## src/rtl/load_store_unit_if.sv

```systemverilog
// Decode-net bit positions shared by the core, plus the data-memory bus
// interface between the load/store unit (master) and data memory (slave).
package riscv_defs;
  localparam int DECODE_W = 46;
  localparam int IS_ADD   = 0;
  localparam int IS_LB    = 20;
  localparam int IS_LBU   = 21;
  localparam int IS_LH    = 22;
  localparam int IS_LHU   = 23;
  localparam int IS_LW    = 24;
  localparam int IS_SB    = 25;
  localparam int IS_SH    = 26;
  localparam int IS_SW    = 27;
endpackage

interface load_store_unit_if;
  logic        mem_req_o;
  logic        mem_we_o;
  logic [31:0] mem_addr_o;
  logic [31:0] mem_wdata_o;
  logic [3:0]  mem_be_o;
  logic        mem_ready_i;
  logic [31:0] mem_rdata_i;

  modport master (
    output mem_req_o, mem_we_o, mem_addr_o, mem_wdata_o, mem_be_o,
    input  mem_ready_i, mem_rdata_i
  );

  modport slave (
    input  mem_req_o, mem_we_o, mem_addr_o, mem_wdata_o, mem_be_o,
    output mem_ready_i, mem_rdata_i
  );
endinterface

```

## src/rtl/load_store_unit.sv

```systemverilog
// Memory-access stage: runs one request/ready transaction per start, formats
// store lanes/byte enables and extends load results into a 32-bit writeback.
module load_store_unit
  import riscv_defs::*;
#(
  parameter int MEM_TIMEOUT = 255
) (
  input  logic                clk_i,
  input  logic                rst_ni,
  input  logic                start_i,
  input  logic [DECODE_W-1:0] decode_net_i,
  input  logic [31:0]         address_i,
  input  logic [31:0]         store_data_i,
  load_store_unit_if.master   mem,
  output logic [31:0]         load_data_o,
  output logic                done_o,
  output logic                err_o,
  output logic                busy_o
);

  localparam int CNT_W = (MEM_TIMEOUT < 2) ? 1 : $clog2(MEM_TIMEOUT + 1);

  typedef enum logic [1:0] {IDLE, REQ, DONE} state_e;
  typedef enum logic [1:0] {SZ_B, SZ_H, SZ_W} size_e;

  state_e      state_q, state_d;
  size_e       size_q, size_d;
  logic        is_load_q, is_load_d;
  logic        unsigned_q, unsigned_d;
  logic [1:0]  addr_lo_q, addr_lo_d;
  logic        req_q, req_d;
  logic        we_q, we_d;
  logic [31:0] addr_q, addr_d;
  logic [31:0] wdata_q, wdata_d;
  logic [3:0]  be_q, be_d;
  logic [31:0] load_data_q, load_data_d;
  logic        err_q, err_d;
  logic [CNT_W-1:0] cnt_q, cnt_d;

  logic        dec_mem, dec_load, dec_unsigned, misaligned, timeout_hit;
  size_e       dec_size;
  logic [31:0] st_wdata, load_ext;
  logic [3:0]  st_be;
  logic [7:0]  lane_b;
  logic [15:0] lane_h;

  wire unused_decode = ^decode_net_i;

  // Priority order when several IS_* bits are set: LW, LH, LHU, LB, LBU, SW, SH, SB.
  always_comb begin
    dec_mem      = 1'b1;
    dec_load     = 1'b1;
    dec_unsigned = 1'b0;
    dec_size     = SZ_W;
    if (decode_net_i[IS_LW]) begin
      dec_size = SZ_W;
    end else if (decode_net_i[IS_LH]) begin
      dec_size = SZ_H;
    end else if (decode_net_i[IS_LHU]) begin
      dec_size     = SZ_H;
      dec_unsigned = 1'b1;
    end else if (decode_net_i[IS_LB]) begin
      dec_size = SZ_B;
    end else if (decode_net_i[IS_LBU]) begin
      dec_size     = SZ_B;
      dec_unsigned = 1'b1;
    end else if (decode_net_i[IS_SW]) begin
      dec_load = 1'b0;
      dec_size = SZ_W;
    end else if (decode_net_i[IS_SH]) begin
      dec_load = 1'b0;
      dec_size = SZ_H;
    end else if (decode_net_i[IS_SB]) begin
      dec_load = 1'b0;
      dec_size = SZ_B;
    end else begin
      dec_mem  = 1'b0;
      dec_load = 1'b0;
    end
  end

  assign misaligned = ((dec_size == SZ_H) && address_i[0]) ||
                      ((dec_size == SZ_W) && (address_i[1:0] != 2'b00));

  always_comb begin
    st_wdata = store_data_i;
    st_be    = 4'b1111;
    case (dec_size)
      SZ_B: begin
        st_wdata = {4{store_data_i[7:0]}};
        st_be    = 4'b0001 << address_i[1:0];
      end
      SZ_H: begin
        st_wdata = {2{store_data_i[15:0]}};
        st_be    = address_i[1] ? 4'b1100 : 4'b0011;
      end
      default: ;
    endcase
  end

  assign lane_b = mem.mem_rdata_i[{addr_lo_q, 3'b000} +: 8];
  assign lane_h = mem.mem_rdata_i[{addr_lo_q[1], 4'b0000} +: 16];

  always_comb begin
    case (size_q)
      SZ_B:    load_ext = unsigned_q ? {24'b0, lane_b} : {{24{lane_b[7]}}, lane_b};
      SZ_H:    load_ext = unsigned_q ? {16'b0, lane_h} : {{16{lane_h[15]}}, lane_h};
      default: load_ext = mem.mem_rdata_i;
    endcase
  end

  // Ready on the expiry cycle is checked first, so it still completes normally.
  assign timeout_hit = (MEM_TIMEOUT != 0) && (cnt_q == CNT_W'(MEM_TIMEOUT));

  always_comb begin
    state_d     = state_q;
    size_d      = size_q;
    is_load_d   = is_load_q;
    unsigned_d  = unsigned_q;
    addr_lo_d   = addr_lo_q;
    req_d       = req_q;
    we_d        = we_q;
    addr_d      = addr_q;
    wdata_d     = wdata_q;
    be_d        = be_q;
    load_data_d = load_data_q;
    err_d       = err_q;
    cnt_d       = cnt_q;
    unique case (state_q)
      IDLE: begin
        if (start_i) begin
          load_data_d = '0;
          err_d       = 1'b0;
          is_load_d   = dec_load;
          size_d      = dec_size;
          unsigned_d  = dec_unsigned;
          addr_lo_d   = address_i[1:0];
          if (!dec_mem) begin
            state_d = DONE;
          end else if (misaligned) begin
            state_d = DONE;
            err_d   = 1'b1;
          end else begin
            state_d = REQ;
            cnt_d   = '0;
            req_d   = 1'b1;
            we_d    = !dec_load;
            addr_d  = {address_i[31:2], 2'b00};
            wdata_d = dec_load ? 32'h0 : st_wdata;
            be_d    = dec_load ? 4'b1111 : st_be;
          end
        end
      end
      REQ: begin
        if (mem.mem_ready_i || timeout_hit) begin
          state_d = DONE;
          req_d   = 1'b0;
          we_d    = 1'b0;
          addr_d  = '0;
          wdata_d = '0;
          be_d    = '0;
          if (mem.mem_ready_i) begin
            if (is_load_q) load_data_d = load_ext;
          end else begin
            err_d = 1'b1;
          end
        end else begin
          cnt_d = cnt_q + CNT_W'(1);
        end
      end
      DONE:    state_d = IDLE;
      default: state_d = IDLE;
    endcase
  end

  always_ff @(posedge clk_i or negedge rst_ni) begin
    if (!rst_ni) begin
      state_q     <= IDLE;
      size_q      <= SZ_B;
      is_load_q   <= 1'b0;
      unsigned_q  <= 1'b0;
      addr_lo_q   <= '0;
      req_q       <= 1'b0;
      we_q        <= 1'b0;
      addr_q      <= '0;
      wdata_q     <= '0;
      be_q        <= '0;
      load_data_q <= '0;
      err_q       <= 1'b0;
      cnt_q       <= '0;
    end else begin
      state_q     <= state_d;
      size_q      <= size_d;
      is_load_q   <= is_load_d;
      unsigned_q  <= unsigned_d;
      addr_lo_q   <= addr_lo_d;
      req_q       <= req_d;
      we_q        <= we_d;
      addr_q      <= addr_d;
      wdata_q     <= wdata_d;
      be_q        <= be_d;
      load_data_q <= load_data_d;
      err_q       <= err_d;
      cnt_q       <= cnt_d;
    end
  end

  assign mem.mem_req_o   = req_q;
  assign mem.mem_we_o    = we_q;
  assign mem.mem_addr_o  = addr_q;
  assign mem.mem_wdata_o = wdata_q;
  assign mem.mem_be_o    = be_q;
  assign load_data_o     = load_data_q;
  assign err_o           = err_q;
  assign done_o          = (state_q == DONE);
  assign busy_o          = (state_q != IDLE);

endmodule

```

## src/flat_wrapper.sv

```systemverilog
// flat-port wrapper written by rule: the top's interface ports become plain ports
module load_store_unit_flat import riscv_defs::*;
#(
  parameter int MEM_TIMEOUT = 255
)
  (clk_i, rst_ni, start_i, decode_net_i, address_i, store_data_i, load_data_o, done_o, err_o, busy_o, mem_mem_req_o, mem_mem_we_o, mem_mem_addr_o, mem_mem_wdata_o, mem_mem_be_o, mem_mem_ready_i, mem_mem_rdata_i);
  load_store_unit_if mem_i ();
  input  logic clk_i;
  input  logic rst_ni;
  input  logic start_i;
  input  logic [DECODE_W-1:0] decode_net_i;
  input  logic [31:0] address_i;
  input  logic [31:0] store_data_i;
  output logic [31:0] load_data_o;
  output logic done_o;
  output logic err_o;
  output logic busy_o;
  output wire logic [$bits(mem_i.mem_req_o)-1:0] mem_mem_req_o;
  output wire logic [$bits(mem_i.mem_we_o)-1:0] mem_mem_we_o;
  output wire logic [$bits(mem_i.mem_addr_o)-1:0] mem_mem_addr_o;
  output wire logic [$bits(mem_i.mem_wdata_o)-1:0] mem_mem_wdata_o;
  output wire logic [$bits(mem_i.mem_be_o)-1:0] mem_mem_be_o;
  input wire logic [$bits(mem_i.mem_ready_i)-1:0] mem_mem_ready_i;
  input wire logic [$bits(mem_i.mem_rdata_i)-1:0] mem_mem_rdata_i;
  assign mem_mem_req_o = mem_i.mem_req_o;
  assign mem_mem_we_o = mem_i.mem_we_o;
  assign mem_mem_addr_o = mem_i.mem_addr_o;
  assign mem_mem_wdata_o = mem_i.mem_wdata_o;
  assign mem_mem_be_o = mem_i.mem_be_o;
  assign mem_i.mem_ready_i = mem_mem_ready_i;
  assign mem_i.mem_rdata_i = mem_mem_rdata_i;
  load_store_unit #(.MEM_TIMEOUT(MEM_TIMEOUT)) u_core (.clk_i(clk_i), .rst_ni(rst_ni), .start_i(start_i), .decode_net_i(decode_net_i), .address_i(address_i), .store_data_i(store_data_i), .mem(mem_i), .load_data_o(load_data_o), .done_o(done_o), .err_o(err_o), .busy_o(busy_o));
endmodule
```

## config.mk

```make
export PLATFORM = sky130hd
export DESIGN_NAME = load_store_unit_flat
export DESIGN_NICKNAME = d
export VERILOG_FILES = /design/src/rtl/load_store_unit_if.sv /design/src/rtl/load_store_unit.sv /design/src/flat_wrapper.sv
export SDC_FILE = /design/constraint.sdc
export NUM_CORES = 1
export LEC_CHECK = 0
export BUFFER_PORTS_ARGS = -buffer_cell sky130_fd_sc_hd__clkbuf_2
export CAP_MARGIN = 30
export CORE_MARGIN = 10
export CORE_UTILIZATION = 42
export DETAILED_ROUTE_END_ITERATION = 6
export PLACE_DENSITY = 0.78
export SYNTH_ARGS = -nofsm -noshare
export SYNTH_HDL_FRONTEND = slang
export SYNTH_SLANG_ARGS = --single-unit
```

## constraint.sdc

```tcl
create_clock -name clk_i -period 2.45 [get_ports clk_i]
set_input_delay 0.6125 -clock clk_i [delete_from_list [all_inputs] [get_ports clk_i]]
set_output_delay 0.6125 -clock clk_i [all_outputs]
set_load 0.05 [all_outputs]
```

==> metrics <==
CP Data Required Time 2.79 ns; Setup CP Type register to register; fraction of synthesized cell area in xor and xnor cells 0; Routed WL per cell 18.72 um; maximum capacitance violations 0; post-detail-place hpwl 13990 um; Tcrit/Tclk final 0.8708; Post-synth EDFFs 0; Max Freq 468.7 MHz; R2R Path End u_core.cnt_q[7]$_DFFE_PN0P_; Clk pin slew, worst setup/hold paths 0.05 ns; slew at the pin with the worst max-slew slack 0.6595 ns; sequential area share after synthesis 0.5074; vias in the first global route 5477; Synth area leader dfrtp_1; initial core utilization 0.4323; initial antenna violation count 0; Die ar. 18830 um^2; Netlist Area Pre-Place 5771 um^2; synth top area cells dfrtp_1, o21ai_0, mux2_2; vias per cell 5.402; P&R area growth vs syn 34.22%; global placer's final weighted congestion 0.8698; worst-path fanout max 9; GRT Overall Usage 0.1963; Synth cell types 54; asr flop ratio synth 1.000; first-pass iteration count of the detailed router 5; Hold Crit Class primary input to asynchronous set/reset pin; clock buffer count from CTS 17; internal reg-to-reg setup slack 0.32 ns; worst vdd ir 0.0007000 V; Synth Register Bits 117; fin util 0.5802; largest net degree at the start of global routing 118; # fillers 1222; die width 137.2 um; area share of and/or/nand/nor cells after synthesis 0.1698; largest family of logic cells by synthesized area compound AO/OA/AOI/OAI gates; Finish-stage setup viols 0; Nets 964; WL final 18830 um; Hold Fails Final Rpt 0; Final ANT Viol Nets 0; Max Root-Sink Buffers 2; Root Driver clkbuf_16; Net Sw Frac 0.4209; Mapped Avg Cell Area 9.731 um^2; RSZ-0062 raised after global routing no; fraction of the mapped netlist area in adder cells 0.002168; DRC Markers 0; vias post-DR 5434; Ports 251; H-Tree Depth 4; clk_lat worst skew 0.42 ns; first-pass GRT wire length 29070 um; crit start category register; most instantiated cells after synthesis dfrtp_1, o21ai_0, nor2_1; Seq pwr share 0.317; Fin Setup TNS 0 ns; mux cell area share after synthesis 0.06049; die height 137.2 um; post-layout min period 2.133 ns; CP endpoint kind register; Setup Skew 0.006151 ns; PwrDens 1063 nW/um^2; Pint 4.769 mW; r2r worst-path depth 5; post-CTS setup buffer count 0; Compound-Gate Fraction of Synth Area 0.2008; cell with the most instances after synthesis dfrtp_1; port buffer count 210; Comb pwr share 0.384; outcome finished, final reports clean; proportion of layout cells with a drive suffix above 1 0.3723; Row Count 42; Clk pwr share 0.299; net switching power 3.467 mW; Main synth FF type dfrtp_1; CTS tree built; cells after synthesis 593; Sink Count 117; reg2reg start u_core.state_q[0]$_DFFE_PN0P_; drt initial violations 417; arrival time at the worst endpoint 2.47 ns; Placeable Area 13350 um^2; ANT cells 0; worst rel slew slack 0.5594; Slew Viols, Final 0; LEAKAGE 3.882 nW; grt total ovfl 0; post-synth top area share 0.5074; Syn. warnings 0
==> flip-flops by register name, summed over array words and instances, names as in the netlist <==
| register | count |
|---|---|
| u_core.state_q | 2 |
| u_core.mem.mem_we_o | 1 |
| u_core.mem.mem_addr_o | 30 |
| u_core.unsigned_q | 1 |
| u_core.mem.mem_wdata_o | 32 |
| u_core.load_data_o | 32 |
| u_core.addr_lo_q | 2 |
| u_core.size_q | 2 |
| u_core.err_o | 1 |
| u_core.mem.mem_be_o | 4 |
| u_core.cnt_q | 8 |
| u_core.is_load_q | 1 |
| u_core.mem.mem_req_o | 1 |
==> area by class of cell <==
cell class / instances / area [um^2] / share of cell area
inverter: 40 / 150.1 / 0.01939
clock inverter: 9 / 100.1 / 0.01292
timing repair buffer: 244 / 1346 / 0.1738
clock buffer: 23 / 488.0 / 0.06300
sequential: 117 / 2928 / 0.3780
multi-input combinational: 397 / 2512 / 0.3244
tap: 176 / 220.2 / 0.02843
==> worst max-delay path by stage <==
| stage | from | endpoint | slack [ns] | cells after the start |
|---|---|---|---|---|
| 2_1_floorplan | decode_net_i[24] | u_core.mem.mem_wdata_o[15]$_DFFE_PN0P_ | 0.14 | 7 |
| 3_3_place_gp | decode_net_i[23] | u_core.mem.mem_be_o[3]$_DFFE_PN0P_ | 0.01 | 8 |
| 3_5_place_dp | decode_net_i[23] | u_core.mem.mem_be_o[1]$_DFFE_PN0P_ | -0.02 | 8 |
| 4_1_cts | u_core.cnt_q[0]$_DFFE_PN0P_ | u_core.cnt_q[6]$_DFFE_PN0P_ | 0.20 | 6 |
| 5_1_grt | u_core.state_q[0]$_DFFE_PN0P_ | u_core.cnt_q[7]$_DFFE_PN0P_ | 0.14 | 5 |
| 6_report | u_core.state_q[0]$_DFFE_PN0P_ | u_core.cnt_q[7]$_DFFE_PN0P_ | 0.32 | 5 |
==> cell families after synthesis <==
family,count (synthesis)
and+or+nand+nor,191
buffers and inverters,80
muxes,32
adders and majority gates,1
AOI/OAI and AO/OA,171
other,1
DFF,117
==> through the flow <==
| step | power [mW] | area (um^2) | worst slack, ns | instances | hold slack, ns |
|---|---|---|---|---|---|
| 2_1_floorplan | 4.850 | 5774 | 0.1430 | 594 | 0.3169 |
| 3_3_place_gp | 5.755 | 7152 | 0.01087 | 974 | 0.4594 |
| 3_5_place_dp | 5.810 | 7152 | -0.01865 | 974 | 0.4671 |
| 4_1_cts | 8.302 | 7740 | 0.1974 | 1006 | 0.3069 |
| 5_1_grt | 8.641 | 7745 | 0.1401 | 1006 | 0.3373 |
| 6_report | 8.236 | 7745 | 0.3167 | 1006 | 0.2960 |
==> placed cells by master (no fill, tap or decap), types with 3 or more instances in the layout <==
| master | netlist | routed |
|---|---|---|
| clkbuf_2 | 0 | 209 |
| dfrtp_1 | 117 | 117 |
| o21ai_0 | 73 | 73 |
| nor2_1 | 55 | 55 |
| nand2_1 | 45 | 45 |
| inv_1 | 40 | 40 |
| buf_4 | 2 | 32 |
| nand4_1 | 31 | 31 |
| a21oi_1 | 23 | 23 |
| mux2_2 | 23 | 23 |
| nor2b_1 | 20 | 20 |
| clkbuf_16 | 0 | 17 |
| nand2b_1 | 13 | 13 |
| a22o_1 | 12 | 12 |
| o31ai_1 | 10 | 10 |
| mux2i_1 | 9 | 9 |
| a21o_1 | 8 | 8 |
| o2bb2ai_1 | 8 | 8 |
| a222oi_1 | 7 | 7 |
| o311ai_0 | 7 | 7 |
| nor3_1 | 5 | 5 |
| clkinv_2 | 0 | 5 |
| nand3_1 | 4 | 4 |
| or4_1 | 4 | 4 |
| clkbuf_8 | 0 | 4 |
| o21bai_1 | 3 | 3 |
| a22oi_1 | 3 | 3 |
| o32ai_1 | 3 | 3 |
| buf_12 | 0 | 3 |
==> power by group through the flow <==
stage	combinational [mW]	sequential, mW	clock (mW)
after floorplan	1.06	3.79	0
after global placement	3.13	2.62	0
after detailed placement	3.17	2.64	0
after CTS	3.17	2.61	2.51
after global routing	3.37	2.67	2.61
final	3.16	2.61	2.46
==> timing repair <==
item | CTS | global route
gates resized for setup | 0 | 1
endpoints found under the setup margin | 0 | 2
hold buffers | 0 | 0
==> layer usage <==
layer / share of wire / GRT usage / wire, um
met1: 0.41 / 0.2386 / 7674
met2: 0.45 / 0.3013 / 8489
met3: 0.12 / 0.09250 / 2292
met4: 0.020 / 0.06440 / 375
met5: 0 / 0 / 0
==> critical path, stage by stage (launching register included) <==
cell       delay (ns)
dfrtp_1          0.46
or3b_1           0.50
a21oi_2          0.25
o2111ai_1        0.25
or4_1            0.44
a21oi_1          0.15
Note: power is estimated with default switching activity, not from simulation.
